**config.mk**
```make
export PLATFORM = sky130hd
export DESIGN_NAME = lcd_sequencer
export DESIGN_NICKNAME = d
export VERILOG_FILES = /design/src/rtl/lcd_sequencer.sv
export SDC_FILE = /design/constraint.sdc
export NUM_CORES = 1
export LEC_CHECK = 0
export CORE_MARGIN = 3
export CORE_UTILIZATION = 50
export CTS_BUF_LIST = sky130_fd_sc_hd__clkbuf_8
export DETAILED_ROUTE_END_ITERATION = 16
export GPL_ROUTABILITY_DRIVEN = 0
export GPL_TIMING_DRIVEN = 1
export PLACE_DENSITY = 0.71
export SETUP_SLACK_MARGIN = 0.05
export SLEW_MARGIN = 15
export SYNTH_ARGS = -nofsm -noshare
export SYNTH_HDL_FRONTEND = slang
export SYNTH_SLANG_ARGS = --single-unit
```
**constraint.sdc**
```tcl
create_clock -name clk -period 3.2 [get_ports clk]
set_input_delay 0.48 -clock clk [delete_from_list [all_inputs] [get_ports clk]]
set_output_delay 0.48 -clock clk [all_outputs]
set_load 0.03 [all_outputs]
```
**src/rtl/lcd_sequencer.sv**
```systemverilog
// lcd_sequencer: owns a 4-bit HD44780-style bus. It runs the power-on init list,
// then turns accepted bytes into two timed nibble strobes and an execution wait.
module lcd_sequencer #(
  parameter int POWERUP_CYCLES    = 40,
  parameter int EN_HIGH_CYCLES    = 1,
  parameter int CMD_WAIT_CYCLES   = 2,
  parameter int CLEAR_WAIT_CYCLES = 40
) (
  input  logic       clk,
  input  logic       reset,
  input  logic       req_valid,
  input  logic       req_rs,
  input  logic [7:0] req_data,
  output logic       req_ready,
  output logic       init_done,
  output logic       lcd_en,
  output logic       lcd_rs,
  output logic [3:0] lcd_data
);

  localparam logic [2:0] S_PWR   = 3'd0;
  localparam logic [2:0] S_SETUP = 3'd1;
  localparam logic [2:0] S_EN    = 3'd2;
  localparam logic [2:0] S_HOLD  = 3'd3;
  localparam logic [2:0] S_WAIT  = 3'd4;
  localparam logic [2:0] S_IDLE  = 3'd5;

  localparam int CW = 16;
  localparam logic [CW-1:0] PWR_LAST = CW'(POWERUP_CYCLES - 1);
  localparam logic [CW-1:0] EN_LAST  = CW'(EN_HIGH_CYCLES - 1);
  localparam logic [CW-1:0] CMD_LAST = CW'(CMD_WAIT_CYCLES - 1);
  localparam logic [CW-1:0] CLR_LAST = CW'(CLEAR_WAIT_CYCLES - 1);

  localparam logic [3:0] STEP_LAST_INIT = 4'd7;
  localparam logic [3:0] STEP_USER      = 4'd8;

  logic [2:0]    state_q, state_d;
  logic [CW-1:0] cnt_q, cnt_d;
  logic [3:0]    step_q, step_d;
  logic [7:0]    byte_q, byte_d;
  logic          rs_q, rs_d;
  logic          lo_q, lo_d;
  logic          single_q, single_d;
  logic          long_q, long_d;
  logic          init_done_q, init_done_d;

  logic [3:0]    init_idx;
  logic [8:0]    init_sel;
  logic          init_long;

  // Init list entries are {single-nibble flag, byte}; single nibbles ride in the high half.
  function automatic logic [8:0] init_entry(input logic [3:0] idx);
    case (idx)
      4'd0, 4'd1, 4'd2: return {1'b1, 8'h30};
      4'd3:             return {1'b1, 8'h20};
      4'd4:             return {1'b0, 8'h28};
      4'd5:             return {1'b0, 8'h0C};
      4'd6:             return {1'b0, 8'h06};
      default:          return {1'b0, 8'h01};
    endcase
  endfunction

  function automatic logic needs_long(input logic rs, input logic [7:0] b);
    return !rs && (b == 8'h01 || b == 8'h02);
  endfunction

  assign init_idx  = (state_q == S_PWR) ? 4'd0 : step_q + 4'd1;
  assign init_sel  = init_entry(init_idx);
  // Only the very first wake-up nibble needs the long settle time.
  assign init_long = init_sel[8] ? (init_idx == 4'd0) : needs_long(1'b0, init_sel[7:0]);

  always_comb begin
    state_d     = state_q;
    cnt_d       = cnt_q;
    step_d      = step_q;
    byte_d      = byte_q;
    rs_d        = rs_q;
    lo_d        = lo_q;
    single_d    = single_q;
    long_d      = long_q;
    init_done_d = init_done_q;

    case (state_q)
      S_PWR: begin
        if (cnt_q == PWR_LAST) begin
          cnt_d    = '0;
          step_d   = 4'd0;
          byte_d   = init_sel[7:0];
          single_d = init_sel[8];
          rs_d     = 1'b0;
          lo_d     = 1'b0;
          long_d   = init_long;
          state_d  = S_SETUP;
        end else begin
          cnt_d = cnt_q + CW'(1);
        end
      end
      S_SETUP: begin
        cnt_d   = '0;
        state_d = S_EN;
      end
      S_EN: begin
        if (cnt_q == EN_LAST) begin
          cnt_d   = '0;
          state_d = S_HOLD;
        end else begin
          cnt_d = cnt_q + CW'(1);
        end
      end
      S_HOLD: begin
        if (!single_q && !lo_q) begin
          lo_d    = 1'b1;
          state_d = S_SETUP;
        end else begin
          cnt_d   = '0;
          state_d = S_WAIT;
        end
      end
      S_WAIT: begin
        if (cnt_q == (long_q ? CLR_LAST : CMD_LAST)) begin
          cnt_d = '0;
          if (step_q < STEP_LAST_INIT) begin
            step_d   = step_q + 4'd1;
            byte_d   = init_sel[7:0];
            single_d = init_sel[8];
            rs_d     = 1'b0;
            lo_d     = 1'b0;
            long_d   = init_long;
            state_d  = S_SETUP;
          end else begin
            step_d      = STEP_USER;
            init_done_d = 1'b1;
            state_d     = S_IDLE;
          end
        end else begin
          cnt_d = cnt_q + CW'(1);
        end
      end
      S_IDLE: begin
        if (req_valid) begin
          byte_d   = req_data;
          rs_d     = req_rs;
          single_d = 1'b0;
          lo_d     = 1'b0;
          long_d   = needs_long(req_rs, req_data);
          state_d  = S_SETUP;
        end
      end
      default: state_d = S_PWR;
    endcase
  end

  always_ff @(posedge clk) begin
    if (!reset) begin
      state_q     <= S_PWR;
      cnt_q       <= '0;
      step_q      <= '0;
      byte_q      <= '0;
      rs_q        <= 1'b0;
      lo_q        <= 1'b0;
      single_q    <= 1'b0;
      long_q      <= 1'b0;
      init_done_q <= 1'b0;
    end else begin
      state_q     <= state_d;
      cnt_q       <= cnt_d;
      step_q      <= step_d;
      byte_q      <= byte_d;
      rs_q        <= rs_d;
      lo_q        <= lo_d;
      single_q    <= single_d;
      long_q      <= long_d;
      init_done_q <= init_done_d;
    end
  end

  logic in_strobe;
  assign in_strobe = (state_q == S_SETUP) || (state_q == S_EN) || (state_q == S_HOLD);

  assign req_ready = (state_q == S_IDLE);
  assign init_done = init_done_q;
  assign lcd_en    = (state_q == S_EN);
  assign lcd_rs    = in_strobe & rs_q;
  assign lcd_data  = in_strobe ? (lo_q ? byte_q[3:0] : byte_q[7:4]) : 4'h0;

endmodule

```
==> impl_metrics.ini <==
[status]
status = complete, no violations

[routing]
drtIter0Drc = 182
viasPerCell = 5.65
dr.pass1.iters = 4
vias = 1829
drc = 0
ant_nets = 0
wire_per_inst_um = 13.9
drt_wl_total_um = 4520

[final_layout]
fin_nets = 291
seqCellArea_um2 = 721
final_area_um2 = 2380
drive_above_1_share_pct = 7.97
final_cells = 324
nFillCells = 370
multi_input_area_um2 = 1270
syn_to_final_growth_pct = 13.4
utilization_pct = 61.9
antenna_cells = 0

[synthesis]
synth_common_cells = 41 x nor2_1, 36 x dfxtp_1, 21 x nand3_1
synth_top_family_by_area = simple AND/OR/NAND/NOR gates
syn_avg_cell_area_um2 = 8.06
synthArstFlopShare_pct = 0
synth_xor_area_share_pct = 7.50
synth_top_area_share_pct = 34.3
synth_edf_count = 0
synthAdderAreaFrac_pct = 1.78
netlist_instances = 261
ys_seq_area_share_pct = 34.3
synth_area_um2 = 2100
synthMuxAreaShare_pct = 3.33
synth_compound_area_share_pct = 18.9
synth-main-ff-cell = dfxtp_1
yosys_warnings = 0
synth.largest_area_cell = dfxtp_1
synth_area_leaders = dfxtp_1 34%, nor2_1 7.3%, nand3_1 5.0%
yosysMostFrequentCell = nor2_1
synth_nets = 276
ys_types = 56
yosys_register_bits = 36
synthSimpleGateAreaFrac_pct = 29.0

[floorplan]
die-area_um2 = 5020
rows = 22
io_pins = 20
die_h_um = 70.9
initial_core_util_pct = 54.6
die_x_um = 70.9
coreArea_um2 = 3850

[place]
pre_cts_ws_ps = 818
place_area_um2 = 2290
placed_cells = 317
port-buffer-count = 19
dp_hpwl_um = 3330

[clocking]
cts_buffers = 5
tritoncts = done
cts-root-buf = clkbuf_8
clock_sinks = 36
cts_buffer_depth = 2
clk_latency_ps = 290
cts_setup_buffers = 0
cts.clk_slew.worst_paths_ps = 70
postCtsHoldBufs = 0
htree_levels = 2
cts_resized = 0

[critical_path]
startpoint_type = flip-flop
worst_setup_path_end_kind = primary output
critical_path_class = reg2out
arrival_ps = 2210
path_max_fanout = 15
cp.required_ps = 2720

[global_route]
antenna_found_initial = 0
grt_pass1_wl_um = 7770
grt_max_degree = 24
grtUsageTotal_pct = 19.1
grt_overflow = 0
grt_pass1_vias = 1637

[timing]
slew-limit-headroom_pct = 47.4
worst_pin_slew_ps = 787
setup_violations = 0
fin_setup_tns_ps = 0
hold_viol_final = 0
layout_min_cycle_time_ps = 2690
worst_slack_ps = 508
maxSlewViolCount = 0
fin_crit_sh_pct = 84.1
clock.fmax_mhz = 372
rsz0062_at_grt = false
clock_skew_ps = 4.84

[pwr]
power_density_nw_per_um2 = 613
p_sw_share_pct = 38.3
power_leakage_nw = 0.791
clkPwrFrac_pct = 23.6
max-vdd-ir-drop_v = 0.000528
p_sw_uw = 560
comb_power_share_pct = 37.0
internal_power_uw = 902
seq_power_share_pct = 39.5

[hold_path]
hold_path.class = reg2reg

[flow_run]
maxCapViolCount = 0
## state kept, by name (all words and copies together) (netlist names)
name       cells
rs_q           1
cnt_q         16
step_q         4
long_q         1
byte_q         8
lo_q           1
single_q       1
state_q        3
init_done      1
## power by group through the flow
stage / clock, mW / combinational (mW) / sequential, mW
5_1_grt: 0.374 / 0.597 / 0.589
4_1_cts: 0.354 / 0.538 / 0.575
3_5_place_dp: 0 / 0.535 / 0.585
2_1_floorplan: 0 / 0.480 / 0.545
6_report: 0.344 / 0.540 / 0.577
3_3_place_gp: 0 / 0.535 / 0.584
## critical path, cell delays in order (launching register included)
cell and delay, ps:
dfxtp_1 600, nor2_1 190, or2_1 330, nor2_1 140, clkdlybuf4s50_1 670
## layout make-up
type	instances	share of cell area (%)
multi-input cells	202	53.4
repair buffers	19	7.97
clock buffers	7	4.04
well taps	48	2.52
inverters	12	1.89
flip-flops and latches	36	30.2
## placed cells by master, fill, tap and decap left out, types with 6 or more instances in the layout
cell and instances:
a21oi_1 11, nand3_1 21, xor2_1 6, clkbuf_8 7, xnor2_1 12, mux2i_1 7, nand2_1 20, inv_1 11
o21ai_0 9, nor2_1 41, clkdlybuf4s50_1 19, dfxtp_1 36
## kinds of logic after synthesis
family	Yosys count
XOR/XNOR	18
adder cells (fa/ha/maj)	3
multiplexers	7
buffers and inverters	23
AO/OA/AOI/OAI	53
flip-flops	36
AND/OR/NAND/NOR	121
## per-stage QoR
| stage | hold slack (ps) | total power [mW] |
|---|---|---|
| finish | 467 | 1.46 |
| floorplan | 443 | 1.02 |
| CTS | 471 | 1.47 |
| detailed placement | 459 | 1.12 |
| global placement | 447 | 1.12 |
| global route | 497 | 1.56 |
## metal layers
metal / GRT usage [%] / part of all wire, % / up-vias
met5: 0 / 0 / -
met4: 6.05 / 1.6 / 0
met3: 5.54 / 5.9 / 8
met2: 26.7 / 41 / 34
met1: 28.1 / 51 / 833
li1: - / - / 954
## final timing paths
| kind | startpoint | slack (ps) | to | cells after the start |
|---|---|---|---|---|
| setup / recovery | state_q[1] | 510 | lcd_data[2] | 4 |
| hold reg to reg | rs_q | 470 | rs_q | 2 |
| hold / removal | rs_q | 470 | rs_q | 2 |
| setup reg to reg | state_q[2] | 920 | cnt_q[15] | 6 |
(Power assumes the default switching activity.)
